[src/rtl/ascii_line_buffer.sv]
// ascii_line_buffer: collects ASCII keystrokes into a fixed-width line.
// Printable bytes are appended, backspace blanks the last cell, enter
// freezes the line until the consumer acknowledges it, after which every
// cell is blanked to a space before new input is taken.
//
// state  | meaning
// CLEAR  | blanking cells 0..DEPTH-1 to 0x20, one per cycle; no input taken
// ACCEPT | taking keyboard bytes, editing the line
// DONE   | line terminated by enter, held until line_ack
module ascii_line_buffer #(
    parameter int DEPTH = 32,
    parameter int AW    = 5
) (
    input  logic          clk,
    input  logic          rst,
    input  logic          in_valid,
    input  logic [7:0]    in_data,
    output logic          in_ready,
    input  logic          line_ack,
    input  logic [AW-1:0] rd_addr,
    output logic [7:0]    rd_data,
    output logic [AW:0]   len,
    output logic          line_done,
    output logic          overflow
);

    typedef enum logic [1:0] {
        CLEAR  = 2'd0,
        ACCEPT = 2'd1,
        DONE   = 2'd2
    } state_t;

    localparam logic [AW:0]   FULL     = (AW+1)'(DEPTH);
    localparam logic [AW-1:0] LAST     = AW'(DEPTH - 1);
    localparam logic [7:0]    SPACE    = 8'h20;
    localparam logic [7:0]    BKSP     = 8'h08;
    localparam logic [7:0]    ENTER    = 8'h0D;

    state_t        state;
    logic [AW-1:0] ptr;
    logic [7:0]    mem [DEPTH];

    logic          take;
    logic          printable;
    logic          is_bksp;
    logic          is_enter;
    logic          has_room;
    logic          not_empty;
    logic [AW:0]   len_m1;

    logic          wr_en;
    logic [AW-1:0] wr_addr;
    logic [7:0]    wr_data;

    assign take      = in_valid & in_ready;
    assign printable = (in_data >= 8'h20) && (in_data <= 8'h7E);
    assign is_bksp   = (in_data == BKSP);
    assign is_enter  = (in_data == ENTER);
    assign has_room  = (len < FULL);
    assign not_empty = (len != '0);
    assign len_m1    = len - (AW+1)'(1);

    // Single buffer write port: clear pointer in CLEAR, edit position in ACCEPT.
    always_comb begin
        wr_en   = 1'b0;
        wr_addr = '0;
        wr_data = SPACE;
        case (state)
            CLEAR: begin
                wr_en   = 1'b1;
                wr_addr = ptr;
            end
            ACCEPT: begin
                if (take && printable && has_room) begin
                    wr_en   = 1'b1;
                    wr_addr = len[AW-1:0];
                    wr_data = in_data;
                end else if (take && is_bksp && not_empty) begin
                    wr_en   = 1'b1;
                    wr_addr = len_m1[AW-1:0];
                end
            end
            default: begin
                wr_en = 1'b0;
            end
        endcase
    end

    // Buffer storage; no write lands on the edge where reset is sampled.
    always_ff @(posedge clk) begin
        if (wr_en && !rst) begin
            mem[wr_addr] <= wr_data;
        end
    end

    // Registered display read; sees the pre-write contents of a cell written on the same edge.
    always_ff @(posedge clk) begin
        if (rst) begin
            rd_data <= 8'h00;
        end else begin
            rd_data <= mem[rd_addr];
        end
    end

    // Line-editing FSM with registered handshake outputs.
    always_ff @(posedge clk) begin
        if (rst) begin
            state     <= CLEAR;
            ptr       <= '0;
            len       <= '0;
            overflow  <= 1'b0;
            in_ready  <= 1'b0;
            line_done <= 1'b0;
        end else begin
            case (state)
                CLEAR: begin
                    ptr <= ptr + 1'b1;
                    if (ptr == LAST) begin
                        state    <= ACCEPT;
                        in_ready <= 1'b1;
                        len      <= '0;
                        overflow <= 1'b0;
                    end
                end
                ACCEPT: begin
                    if (take) begin
                        if (printable) begin
                            if (has_room) begin
                                len <= len + 1'b1;
                            end else begin
                                overflow <= 1'b1;
                            end
                        end else if (is_bksp) begin
                            if (not_empty) begin
                                len <= len_m1;
                            end
                        end else if (is_enter) begin
                            state     <= DONE;
                            in_ready  <= 1'b0;
                            line_done <= 1'b1;
                        end
                    end
                end
                DONE: begin
                    if (line_ack) begin
                        state     <= CLEAR;
                        ptr       <= '0;
                        line_done <= 1'b0;
                    end
                end
                default: begin
                    state     <= CLEAR;
                    ptr       <= '0;
                    in_ready  <= 1'b0;
                    line_done <= 1'b0;
                end
            endcase
        end
    end

endmodule

[config.mk]
export PLATFORM = sky130hd
export DESIGN_NAME = ascii_line_buffer
export DESIGN_NICKNAME = d
export VERILOG_FILES = /design/src/rtl/ascii_line_buffer.sv
export SDC_FILE = /design/constraint.sdc
export NUM_CORES = 1
export LEC_CHECK = 0
export ABC_AREA = 0
export CORE_ASPECT_RATIO = 0.75
export CORE_MARGIN = 1
export CORE_UTILIZATION = 46
export DETAILED_ROUTE_END_ITERATION = 16
export GPL_TIMING_DRIVEN = 0
export PLACE_DENSITY_LB_ADDON = 0.12
export SYNTH_ARGS = -nofsm -noshare
export SYNTH_HDL_FRONTEND = slang
export SYNTH_SLANG_ARGS = --single-unit
export TNS_END_PERCENT = 100
[constraint.sdc]
create_clock -name clk -period 8.6 [get_ports clk]
set_input_delay 1.29 -clock clk [delete_from_list [all_inputs] [get_ports clk]]
set_output_delay 1.29 -clock clk [all_outputs]
set_load 0.02 [all_outputs]
* After elaboration in Yosys (flattened, before gate mapping)
Memories as Yosys holds them, arrays and structs flattened. A register that Yosys moved wholly into a read port is not among the register bits.
Index checks and enable logic that the tools add are counted.
** Word-level totals
- Register bits after elaboration :: 16
- Bits in latches :: 0
- Bits in writable memories :: 256
- Memory bits (read-only) :: 0
- Output and inout bits :: 17
- Memories :: 1
** Operators by class
- Add/sub/neg operators :: 3
- $mul :: 0
- Div/mod/pow operators :: 0
- Order comparisons :: 3
- Equal/unequal tests :: 16
- Shift operators :: 0
- Mux-type cells :: 43
- Bitwise gates (word level) :: 4
- Reductions and logical operators :: 16
** Memories
- mem :: words 32, width 8, rd ports 1, clocked after Yosys merged registers in 1, write ports 1, RTL line 41 : logic [7:0] mem [DEPTH];
** Operators with widths (count)
- 6-bit 2-to-1 mux :: 6
- 6-bit AND reduction :: 4
- 1-bit 2-to-1 mux :: 18
- 8-bit by 4-bit == test with 1-bit output, second input constant :: 2
- 8-bit 2-to-1 mux :: 2
- 2-bit != test, second input constant :: 8
- 5-bit 2-to-1 mux :: 3
- 5-bit one-hot mux with 3 select lines :: 1
- 2-bit 2-to-1 mux :: 6
- 6-bit one-hot mux with 2 select lines :: 1
- 5-bit one-hot mux with 2 select lines :: 1
- 3-bit != test, second input constant :: 3
- 8-bit by 6-bit >= comparator with 1-bit output, second input constant :: 1
- 8-bit by 7-bit less-or-equal comparator with 1-bit output, second input constant :: 1
- 6-bit by 1-bit adder with 6-bit output, second input constant :: 1
- 1-bit logical AND :: 6
- 6-bit less-than comparator, second input constant :: 1
- 1-bit one-hot mux with 3 select lines :: 2
- 2-bit one-hot mux with 3 select lines :: 1
- 6-bit nonzero test :: 1
- 6-bit by 1-bit subtractor with 6-bit output, second input constant :: 1
- 5-bit by 1-bit adder with 5-bit output, second input constant :: 1
- 5-bit == test, second input constant :: 1
- 5-bit AND reduction :: 1
- 9 further kinds :: 12

* Longest topological paths before layout
Gate-level depths: netlist of the first run.
- Depth after elaboration :: 9
- Mapped depth :: 10
- Mapped depth without buffers :: 9

* Worst setup path before layout of the first run
No wires, ideal clock.
- Path type :: input port to flip-flop
- Start :: input in_data[1]
- End :: memory mem[20][0], enable pin
- Setup time :: 0.370 ns
- Data arrival time :: 3.248 ns
- Required time :: 8.230 ns
- Setup slack :: 4.982 ns
- Stages :: 7
- Buffers on the path :: 1
- Cell sequence :: or4b_1 -> a211oi_2 -> buf_6 -> o2111ai_4 -> a221oi_4 -> nand3_1 -> nor2_1
** Between the ends
- Cells in the longest elaborated chain, start to end :: 9
** Ends and longest elaborated chain
- start, declared :: RTL line 17 : input logic [7:0] in_data,
- 8-bit by 6-bit >= comparator with 1-bit output, or another cell as far along :: RTL line 56 : assign printable = (in_data >= 8'h20) && (in_data <= 8'h7E);
- 1-bit logical AND, on equally long branches :: RTL line 56, 78
- 1-bit logical AND, on equally long branches :: RTL line 74, 78
- 1-bit logical AND or 1-bit 2-to-1 mux (tied branches) :: RTL line 74, 78
- 1-bit 2-to-1 mux :: RTL line 74 : if (take && printable && has_room) begin
- 1-bit one-hot mux with 2 select lines :: RTL line 68 : case (state)
- 1-bit logical AND :: RTL line 91 : if (wr_en && !rst) begin
- 1-bit 2-to-1 mux :: RTL line 91
- 1-bit 2-to-1 mux (not written as such) :: RTL line 92 : mem[wr_addr] <= wr_data;
- end, declared :: RTL line 41
Parallel ways exist; a longest one is shown, timed or not.

* Worst setup path in the final report of the first run
- Start :: input in_data[1]
- End :: memory mem[1][0], enable pin
The elaborated chain is that of the path after synthesis.

==> results of run 1 <==
## path summary, 6_finish.rpt
kind / to / start / cells past startpoint
worst min-delay path: overflow / overflow / 2
worst max-delay path: mem[1][0] / in_data[1] / 7
worst max register to register: mem[1][0] / len[0] / 8
worst min register to register: overflow / overflow / 2
## final cells by class
class,instances,area [µm²],area share (%)
sequential,280,8170,62.1
multi-input combinational,321,3190,24.3
clock buffer,40,807,6.14
tap,331,414,3.15
timing repair buffer,29,308,2.34
buffer,35,155,1.18
clock inverter,9,76.3,0.580
inverter,8,30.0,0.228
## flip-flops by register name (all words and copies together) (netlist names)
name	cells
ptr	5
in_ready	1
line_done	1
len	6
rd_data	8
overflow	1
state	2
mem	256
## report_power, final
part	internal, mW	total, mW	switching (mW)
clock network	0.679	1.16	0.483
registers	1.48	1.48	0.00406
logic	0.0577	0.126	0.0685
## Yosys cell counts (all sizes together), types with 2 or more instances
cell type / n / area, µm²
o2111ai: 2 / 35.0
clkbuf: 16 / 60.1
buf: 19 / 95.1
nor2: 56 / 218
and2: 7 / 43.8
nor3: 9 / 50.1
mux2i: 2 / 20.0
nand4: 5 / 31.3
a21oi: 9 / 45.0
mux4: 80 / 1800
a22oi: 4 / 30.0
or3: 2 / 12.5
a211oi: 5 / 47.5
and3: 4 / 25.0
a22o: 8 / 70.1
nand2b: 5 / 31.3
o21ai: 21 / 105
dfxtp: 24 / 480
or4: 2 / 18.8
nor2b: 2 / 12.5
nand3: 13 / 65.1
o21a: 5 / 37.5
nand2: 15 / 56.3
edfxtp: 256 / 7690
xnor2: 4 / 35.0
a32oi: 3 / 26.3
inv: 8 / 30.0
a221oi: 2 / 35.0
o211ai: 3 / 22.5
ha: 5 / 62.6
or2: 2 / 12.5
## logic make-up after synthesis
group | synth area share, %
mux | 16.0
simple gates | 5.34
compound gates | 4.66
buf+inv | 1.62
fa+ha+maj | 0.547
xor+xnor | 0.306
other cells | 0.0328
flops | 71.5
## per-layer routing
metal	up-vias	routed length (µm)	GRT usage (%)
met5	-	0	0
met4	0	518	5.04
met3	37	2040	4.43
met2	239	11200	30.0
met1	3122	11100	31.0
li1	2655	-	-
## critical path: cells and delay by family
family | cells | cell delay [ns]
and+or+nand+nor | 3 | 1.81
buffers and inverters | 1 | 0.44
AOI/OAI and AO/OA | 3 | 1.04
## through the flow
| step | hold slack, ns | std cells | setup WS, ns | cell area, µm² |
|---|---|---|---|---|
| 2_1_floorplan | 0.471 | 644 | 4.98 | 11500 |
| 3_3_place_gp | 0.480 | 1003 | 3.75 | 12200 |
| 3_5_place_dp | 0.483 | 1003 | 3.65 | 12200 |
| 4_1_cts | 0.501 | 1052 | 4.21 | 13100 |
| 5_1_grt | 0.549 | 1053 | 3.95 | 13200 |
| 6_report | 0.502 | 1053 | 4.17 | 13200 |
==> summary by stage, run 1 <==
Outcome
The run finished with clean final reports.

Routing
Before antenna repair, the detailed router went through 5 iterations. Once detail routing completed, the nets flagged for antenna violations numbered 0. In the routed design, unresolved DRC markers number 0. The detailed-route vias per instance is 5.75.

Dividing the detail-routed wire length by the instance count gives 23.6 µm. The total routed wirelength is 24800 µm. The DRC violation total after the first TritonRoute iteration is 644. The count of vias placed by the detailed router is 6053.

STA
Setup repair after global routing left no endpoint under its margin. For this run, the top clock speed supported by timing is 226 MHz. The total negative setup slack is 0 ns.

The final count of pins violating max slew is 0. The clock period could shrink to 4.43 ns. Setup violations remaining at the end of the flow were counted as 0. At the pin with the least slew margin, the transition time is 1.26 ns. Between clock sinks in the finished design, the worst skew comes to 0.00883 ns. In this run the tightest slew margin relative to its limit is 15.9%.

In the finished design, the share of the clock period the worst path needs comes to 51.5%. The number of failing hold endpoints at the final stage is 0.

Synth
In this run, synthesis produced a sequential element count of 280. During synthesis, Yosys emitted a total of 0 warnings. The share of the yosys chip area belonging to registers is 71.5%. The cell count after synthesis came out at 613.

The flip-flop cell with the highest count after synthesis is sky130_fd_sc_hd__edfxtp_1. The number of distinct library cells after synthesis is 55. The netlist area before placement is 11400 µm².

The async set-reset flop share out of synthesis is 0%. Yosys mapped a number of flops with a built-in enable equal to 256. The post-synthesis area per instance is 18.6 µm².

Pwr
IR analysis of the VDD net gives a maximum drop of 137 µV. In this run the static leakage power is 4.51 nW. The power per cell area is 211 nW/µm². Overall power consumption after layout is estimated at 2.77 mW.

Worst setup path
STA classifies the critical path startpoint as an input port. The critical path data required time is 8.75 ns. Walking the worst path, the cells encountered are clkdlybuf4s50_1 -> or4b_1 -> a2111oi_0 -> a31oi_1 -> o21ai_0 -> nand3_1 -> nor2_1. On the worst path, the slowest cell contributes a delay of 0.78 ns. The critical path start-end classification is in -> reg. The sort of element at the end of the critical path is a flop.

The slowest stage of the critical path belongs to the cell sky130_fd_sc_hd__nor2_1. Along the worst path, the maximum fanout reaches 8. For flop-to-flop paths, the worst setup slack is 5.09 ns. The arrival time at the worst endpoint is 4.58 ns.

Layout
The number of antenna diodes in the final layout is 0. The area added between synthesis and finish is 15.1%. The layout cell share with drive strength beyond 1 is 20.2%.

Leaving out fill and tap cells, the most frequent cell in the layout is sky130_fd_sc_hd__edfxtp_1. In the layout the commonest cells are 256 x sky130_fd_sc_hd__edfxtp_1, 80 x sky130_fd_sc_hd__mux4_2, 55 x sky130_fd_sc_hd__nor2_1, 32 x sky130_fd_sc_hd__conb_1, 29 x sky130_fd_sc_hd__clkbuf_16. The final core utilization is 54.4%. The filler cells instantiated in the layout total 1892. For this run, the post-layout net count is 724.

Floorplanning
For this configuration, the core starts out at a cell density of 47.3%. The core region area is 24200 µm². In this run the vertical extent of the chip is 139 µm.

In this run the core area contains 49 standard-cell rows. The total die area is 25500 µm². The die outline width is 184 µm. The number of top-level pins is 34.

CTS
Counting along the longest clock path gives a buffer depth of 3. Once the clock tree was built, the setup fixing pass inserted 0 buffers. The total CTS buffers is 27. Hold repair after CTS inserted 0 buffers. TritonCTS built the clock tree. In this run the number of H-tree levels came out at 1. The clock insertion delay at the later pin of the skew report is 0.53 ns. The clock root buffer master is sky130_fd_sc_hd__clkbuf_16. Clock-pin slew was measured on the worst setup and hold paths at 0.06 ns.

Post-CTS repair changed the size of 0 cells. The number of sinks driven by the clock tree is 280.

Global route
The all-layer global routing usage is 20.4%. The largest net degree at the start of global routing is 33. The overflow left after global routing is 0. The global-route wire length before repair is 37700 µm. The initial antenna violation count was 0. The via count of the first global-routing pass is 6089.

Place
The congestion estimate from routability-driven global placement came to 0.840. The count of port buffers added during placement is 28. Detailed placement ended at an HPWL of 16500 µm.

Job
Max-cap violations in this run came to 0.

Min path
The worst hold path belongs to the class reg -> reg.
Power figures use the tool's default switching activity.
==> run 2: changes to the inputs <==
Clock period 8.6 ns to 3.65 ns, I/O delays scaled along.
==> summary by stage, run 2 (synthesis results as in run 1) <==
Layout
The most common cell after layout, fill and taps aside is sky130_fd_sc_hd__edfxtp_1. The top cell types in the final layout, fill and taps aside, are 256 x sky130_fd_sc_hd__edfxtp_1, 80 x sky130_fd_sc_hd__mux4_2, 35 x sky130_fd_sc_hd__nor2_1, 32 x sky130_fd_sc_hd__conb_1, 29 x sky130_fd_sc_hd__clkbuf_16. The post-route standard cell area excluding fillers came to 13200 µm² (+0.42%). The flip-flop count of the largest register after layout was 256 (unchanged). The largest registers in the layout are mem x256, rd_data x8, len x6.

The layout cell share with drive strength beyond 1 is 23.0% (+2.8 points). The final instance count without filler cells is 1053 (unchanged). The antenna diode instance count is 0 (unchanged).

The final net count was 724 (unchanged). The area added between synthesis and finish is 15.5%. Counting flops per register, the top entry is mem.

Outcome
The flow ran to the end, but the final reports show violations. The checks that failed: setup timing.

STA
The headroom to the max-slew limit came to 14.2% (-1.7 points). The final count of pins violating max slew came to 0 (unchanged). Setup repair after global routing could not meet its margin everywhere. The shortest clock period the worst path allows after layout is 3.70 ns. The final critical path takes up 101% of the cycle.

The number of failing hold endpoints at the final stage is 0 (unchanged). The worst-case clock skew is 0.00981 ns (+0.000983 ns). The number of failing setup endpoints in the final timing report is 17 (+17). The actual transition at the worst max-transition pin is 1.29 ns (+0.0250 ns). The final critical-path setup slack is -0.0469 ns (-4.22 ns). The maximum clock frequency is 270 MHz.

Worst setup path
The category of the worst setup path launch point is an input port. By startpoint and endpoint, the worst setup path is classified as in -> reg. The worst setup path is captured at a flop. The arrival time at the worst endpoint came to 3.85 ns (-0.73 ns).

The critical path data required time is 3.81 ns (-4.94 ns). The top fanout value on the critical path is 8 (unchanged).

Routing
The DRC violation total after the first TritonRoute iteration is 643 (-0.16%). The wire length the detailed router placed on met1 is 11100 µm (+0.26%). The wire length on met2 is 11100 µm (-0.68%). The routed wire length on met3 is 2040 µm (about the same).

The number of antenna-violating nets in the routed design was 0 (unchanged). The final routed wire length divided by cell count is 23.6 µm (-0.12%). In this run the top signal layer used is met4.

The total iterations of the first detailed-routing run is 5 (unchanged). The count of vias placed by the detailed router came to 6024 (-0.48%). The total routed wirelength is 24800 µm (-0.12%). The remaining design rule violation count is 0 (unchanged). The detailed-route vias per instance is 5.72 (-0.48%).

CTS
The quantity of hold-fixing buffers added after cts came to 0 (unchanged). The number of H-tree branching levels came to 1 (unchanged). The clock transition at the registers of the reported paths is 0.06 ns (about the same).

CTS placed an instance of sky130_fd_sc_hd__clkbuf_16 at the clock tree root. The deepest clock path buffer count is 3 (unchanged). The total CTS buffers is 27 (unchanged). TritonCTS built the clock tree. The clock insertion delay at the later pin of the skew report is 0.53 ns (about the same).

The number of sinks driven by the clock tree was 280 (unchanged). The number of setup buffers added after CTS was 0 (unchanged).

Global route
The initial antenna violation count was 0 (unchanged). The largest net degree at the start of global routing came to 33 (unchanged). The global-route wire length before repair is 37700 µm (unchanged). The via count of the first global-routing pass was 6089 (unchanged). The all-layer global routing usage is 20.4% (unchanged). The overflow left after global routing came to 0 (unchanged).

Place
The placer's final routability congestion estimate came to 0.840 (unchanged). The worst slack after detailed placement came to -0.562 ns (-4.21 ns). The post-detailed-placement half-perimeter wirelength came to 16500 µm (unchanged). The count of port buffers added during placement is 28 (unchanged). The number of cells after detailed placement came to 1003 (unchanged). The area of placed instances is 12200 µm² (unchanged).

Job
The count of maximum capacitance violations was 0 (unchanged).

Floorplanning
The number of rows in the core area is 49 (unchanged). The total die area is 25500 µm² (unchanged). The die outline width is 184 µm (unchanged). The die span in y is 139 µm (unchanged). The core region area is 24200 µm² (unchanged). The initial core utilization is 47.3% (unchanged). The number of top-level pins is 34 (unchanged).

Pwr
The static leakage is 4.50 nW (about the same). The worst voltage drop across the vdd grid is 323 µV (+140%). The power per cell area was 494 nW/µm² (+130%).

Min path
In this run the worst hold path is classified as reg -> reg.
[run 2: cell counts in the layout (fill, tap and decap cells not counted)]
Identical to the previous run, type by type.
[run 2: timing repair]
action	in CTS	in global routing
hold endpoints to repair	0	0
resized for setup	0	21
endpoints found under the setup margin	0	168
[run 2: worst max-delay path: stages]
cell and delay, ns:
sky130_fd_sc_hd__clkdlybuf4s50_1 0.44, sky130_fd_sc_hd__or4b_1 0.63, sky130_fd_sc_hd__a2111oi_0 0.48, sky130_fd_sc_hd__a31oi_1 0.12, sky130_fd_sc_hd__o21ai_0 0.46, sky130_fd_sc_hd__nand3_1 0.42
sky130_fd_sc_hd__nor2_1 0.76
[run 2: final cells by class]
| cell class | instances | area, µm² |
|---|---|---|
| clock inverters | 9 | 76.3 |
| repair buffers | 29 | 308 |
| multi-input cells | 321 | 3250 |
| plain buffers | 35 | 155 |
| inverters | 8 | 30.0 |
| flip-flops and latches | 280 | 8170 |
| clock buffers | 40 | 807 |
| fillers | 1888 | 10900 |
| well taps | 331 | 414 |
[run 2: metrics by stage]
step	util, %	hold WS [ns]	TNS (ns)	power (mW)
floorplan	-	0.471	0	3.75
global placement	50.7	0.480	-77.07	3.85
detailed placement	50.7	0.483	-90.82	3.86
CTS	54.3	0.501	0	6.58
global route	54.7	0.549	-5.43	6.73
finish	54.7	0.500	-0.491	6.52
[run 2: routing by layer]
metal	vias to the layer above	GRT usage [%]
li1	2661	-
met1	3092	31.0
met2	232	30.0
met3	39	4.43
met4	0	5.04
met5	-	0
[run 2: power breakdown]
part           switching, mW  total [mW]  internal, mW
clock network           1.13        2.73          1.60
registers            0.00952        3.49          3.48
logic                  0.164       0.300         0.137
total                   1.31        6.52          5.22
[run 2: worst paths after layout]
path	from	to	slack (ns)	cells past startpoint
min	overflow	overflow	0.50	2
max	in_data[1]	mem[21][7]	-0.05	7
min reg2reg	overflow	overflow	0.50	2
max reg2reg	len[0]	mem[21][7]	0.14	8
==> run 3: changes to the inputs <==
Settings changed: CORE_MARGIN 1 to 2.
==> summary by stage, run 3 (synthesis results as in run 1) <==
Place
The post-detailed-placement half-perimeter wirelength was 16500 µm (about the same). The count of port buffers added during placement is 28 (unchanged). The placer's final routability congestion estimate is 0.863 (+2.7%).

CTS
The clock transition at the registers of the reported paths was 0.06 ns (about the same). The clock insertion delay at the later pin of the skew report was 0.54 ns (about the same). TritonCTS built the clock tree. The number of sinks driven by the clock tree is 280 (unchanged). The quantity of hold-fixing buffers added after cts is 0 (unchanged). The total CTS buffers is 28 (+3.7%). The number of setup buffers added after CTS is 0 (unchanged). The deepest clock path buffer count came to 3 (unchanged). The number of H-tree branching levels is 1 (unchanged).

The number of cells upsized or downsized after cts came to 0 (unchanged). The cell sitting at the root of the clock tree is a sky130_fd_sc_hd__clkbuf_16.

Layout
The total of fill cells in the finished design is 1897 (+0.48%). The area occupied by multi-input gates came to 3230 µm² (-0.69%). The final net count is 724 (unchanged).

The storage element area is 8170 µm² (unchanged). The antenna diode instance count came to 0 (unchanged). The final core utilization came to 54.3% (-0.39 points). The area growth from synthesis to layout is 15.0%. In the layout the commonest cells are 256 x sky130_fd_sc_hd__edfxtp_1, 80 x sky130_fd_sc_hd__mux4_2, 42 x sky130_fd_sc_hd__nor2_1, 32 x sky130_fd_sc_hd__conb_1, 29 x sky130_fd_sc_hd__clkbuf_16. The library cell used most frequently in the layout, excluding fill and tap cells, is sky130_fd_sc_hd__edfxtp_1.

The largest registers in the layout are mem x256, rd_data x8, len x6. The register bank with the most flops is mem. The layout cell share with drive strength beyond 1 was 22.3% (-0.72 points). The flip-flop count of the largest register after layout is 256 (unchanged).

Min path
The path class of the tightest hold or removal check is reg -> reg. The worst min-delay path endpoint is overflow. The hold path startpoint is overflow. The instance count along the most critical hold path is 2 (unchanged).

Routing
The DRC violation total after the first TritonRoute iteration came to 515 (-20%). The remaining design rule violation count is 0 (unchanged). The count of vias placed by the detailed router is 6036 (+0.20%). The total iterations of the first detailed-routing run is 5 (unchanged). The detailed-route vias per instance is 5.73 (+0.10%).

The final routed wire length divided by cell count is 23.5 µm (-0.27%). The number of antenna-violating nets in the routed design is 0 (unchanged). The total routed wirelength came to 24800 µm (-0.17%).

Floorplanning
The total die area is 26100 µm² (+2.5%). The number of rows in the core area came to 49 (unchanged). The number of top-level pins was 34 (unchanged). The die outline width came to 186 µm (+1.1%).

The core region area is 24200 µm² (+0.25%). The initial core utilization is 47.2% (-0.12 points). The die span in y came to 141 µm (+1.4%).

Pwr
The worst voltage drop across the vdd grid is 337 µV (+4.4%). The fraction of power spent switching nets is 21.0% (+1.0 points). The net switching power of the design is 1.37 mW (+4.5%).

The design internal power was 5.13 mW (-1.7%). The power per cell area is 494 nW/µm² (about the same). The static leakage is 4.50 nW (-0.10%). The clock share of power is 41.7% (-0.2 points). The logic gate share of total power is 4.6% (about the same). The sequential power share is 53.7% (+0.2 points).

Global route
The all-layer global routing usage is 19.8% (-0.56 points). The largest net degree at the start of global routing was 33 (unchanged). The overflow left after global routing is 0 (unchanged). The via count of the first global-routing pass came to 6076 (-0.21%). The initial antenna violation count was 1 (+1).

The global-route wire length before repair is 37700 µm (about the same).

STA
The headroom to the max-slew limit is 11.8% (-2.4 points). The shortest clock period the worst path allows after layout is 3.52 ns (-0.179 ns). The share of the clock period used by the worst path after layout came to 96.4% (-4.9 points). The final count of pins violating max slew is 0 (unchanged). The actual transition at the worst max-transition pin came to 1.32 ns (+0.0364 ns). The worst hold slack across all endpoints was 0.503 ns (+0.00275 ns).

The worst-case clock skew is 0.0109 ns (+0.00106 ns). Setup repair after global routing could not meet its margin everywhere. The number of failing hold endpoints at the final stage came to 0 (unchanged). The number of failing setup endpoints in the final timing report is 0 (-17). The maximum clock frequency is 284 MHz (+5.1%).

Worst setup path
The register-to-register setup slack is 0.24 ns (+0.10 ns). The number of cells traversed by the worst register-to-register path is 8 (unchanged). The startpoint identified for the worst register-to-register timing path is len[0]. The critical path in this run is classified as in -> reg. The worst flop-to-flop path endpoint is mem[1][6]. The critical path data required time is 3.81 ns (about the same). The category of the worst setup path launch point is an input port. The top fanout value on the critical path is 8 (unchanged). The arrival time at the worst endpoint is 3.68 ns (-0.17 ns). STA classifies the critical path endpoint as a flop.

Outcome
The flow ran to the end, and the final reports show no timing, DRC or antenna violations.

Job
The count of maximum capacitance violations was 0 (unchanged).
[run 3: cell count changes in the layout (fill, tap and decap cells not counted), moves of 3 or more]
cell	delta
sky130_fd_sc_hd__clkbuf_1	-4
sky130_fd_sc_hd__clkinv_2	+5
sky130_fd_sc_hd__nor2_2	-6
sky130_fd_sc_hd__clkinv_1	+3
sky130_fd_sc_hd__nor2_1	+7
[run 3: worst max path at each step]
stage	start	end	slack, ns	cells after the start
CTS	in_data[0]	mem[22][6]	0.12	8
detailed placement	in_data[0]	mem[22][7]	-0.44	8
finish	in_data[1]	mem[1][6]	0.13	7
global route	in_data[1]	mem[1][5]	-0.19	7
global placement	in_data[1]	mem[1][7]	-0.40	7
floorplan	in_data[1]	mem[20][0]	0.77	7
[run 3: area by class of cell]
cell class	instances	share of cell area [%]
timing repair buffer	28	2.13
inverter	8	0.228
sequential	280	62.1
buffer	35	1.18
clock buffer	35	5.92
multi-input combinational	321	24.5
clock inverter	16	0.714
tap	331	3.15
[run 3: critical path, cell delays in order]
cell                              delay, ns
sky130_fd_sc_hd__clkdlybuf4s50_1       0.45
sky130_fd_sc_hd__or4b_1                0.62
sky130_fd_sc_hd__a2111oi_0             0.41
sky130_fd_sc_hd__a31oi_1               0.09
sky130_fd_sc_hd__o21ai_0               0.42
sky130_fd_sc_hd__nand3_1               0.37
sky130_fd_sc_hd__nor2_1                0.77
[run 3: metrics by stage]
stage	power [mW]	cell area (µm²)	setup TNS (ns)	instances	setup WS, ns
2_1_floorplan	3.75	11500	0	644	0.774
3_3_place_gp	3.85	12200	-64.37	1003	-0.401
3_5_place_dp	3.86	12200	-74.85	1003	-0.439
4_1_cts	6.54	13100	0	1054	0.123
5_1_grt	6.69	13100	-5.61	1054	-0.193
6_report	6.49	13100	0	1054	0.132
[run 3: metal layers]
layer / routed length (µm) / vias up / global-route usage, %
met3: 1700 / 37 / 3.61
met5: 0 / - / 0
li1: - / 2664 / -
met1: 11500 / 3097 / 31.0
met2: 11100 / 238 / 29.3
met4: 459 / 0 / 4.06
[run 3: power by group through the flow]
stage | clock network, mW | logic (mW) | registers [mW]
after global placement | 0 | 0.295 | 3.56
after floorplan | 0 | 0.188 | 3.56
after global routing | 2.88 | 0.322 | 3.49
final | 2.71 | 0.299 | 3.49
after CTS | 2.75 | 0.299 | 3.49
after detailed placement | 0 | 0.299 | 3.56
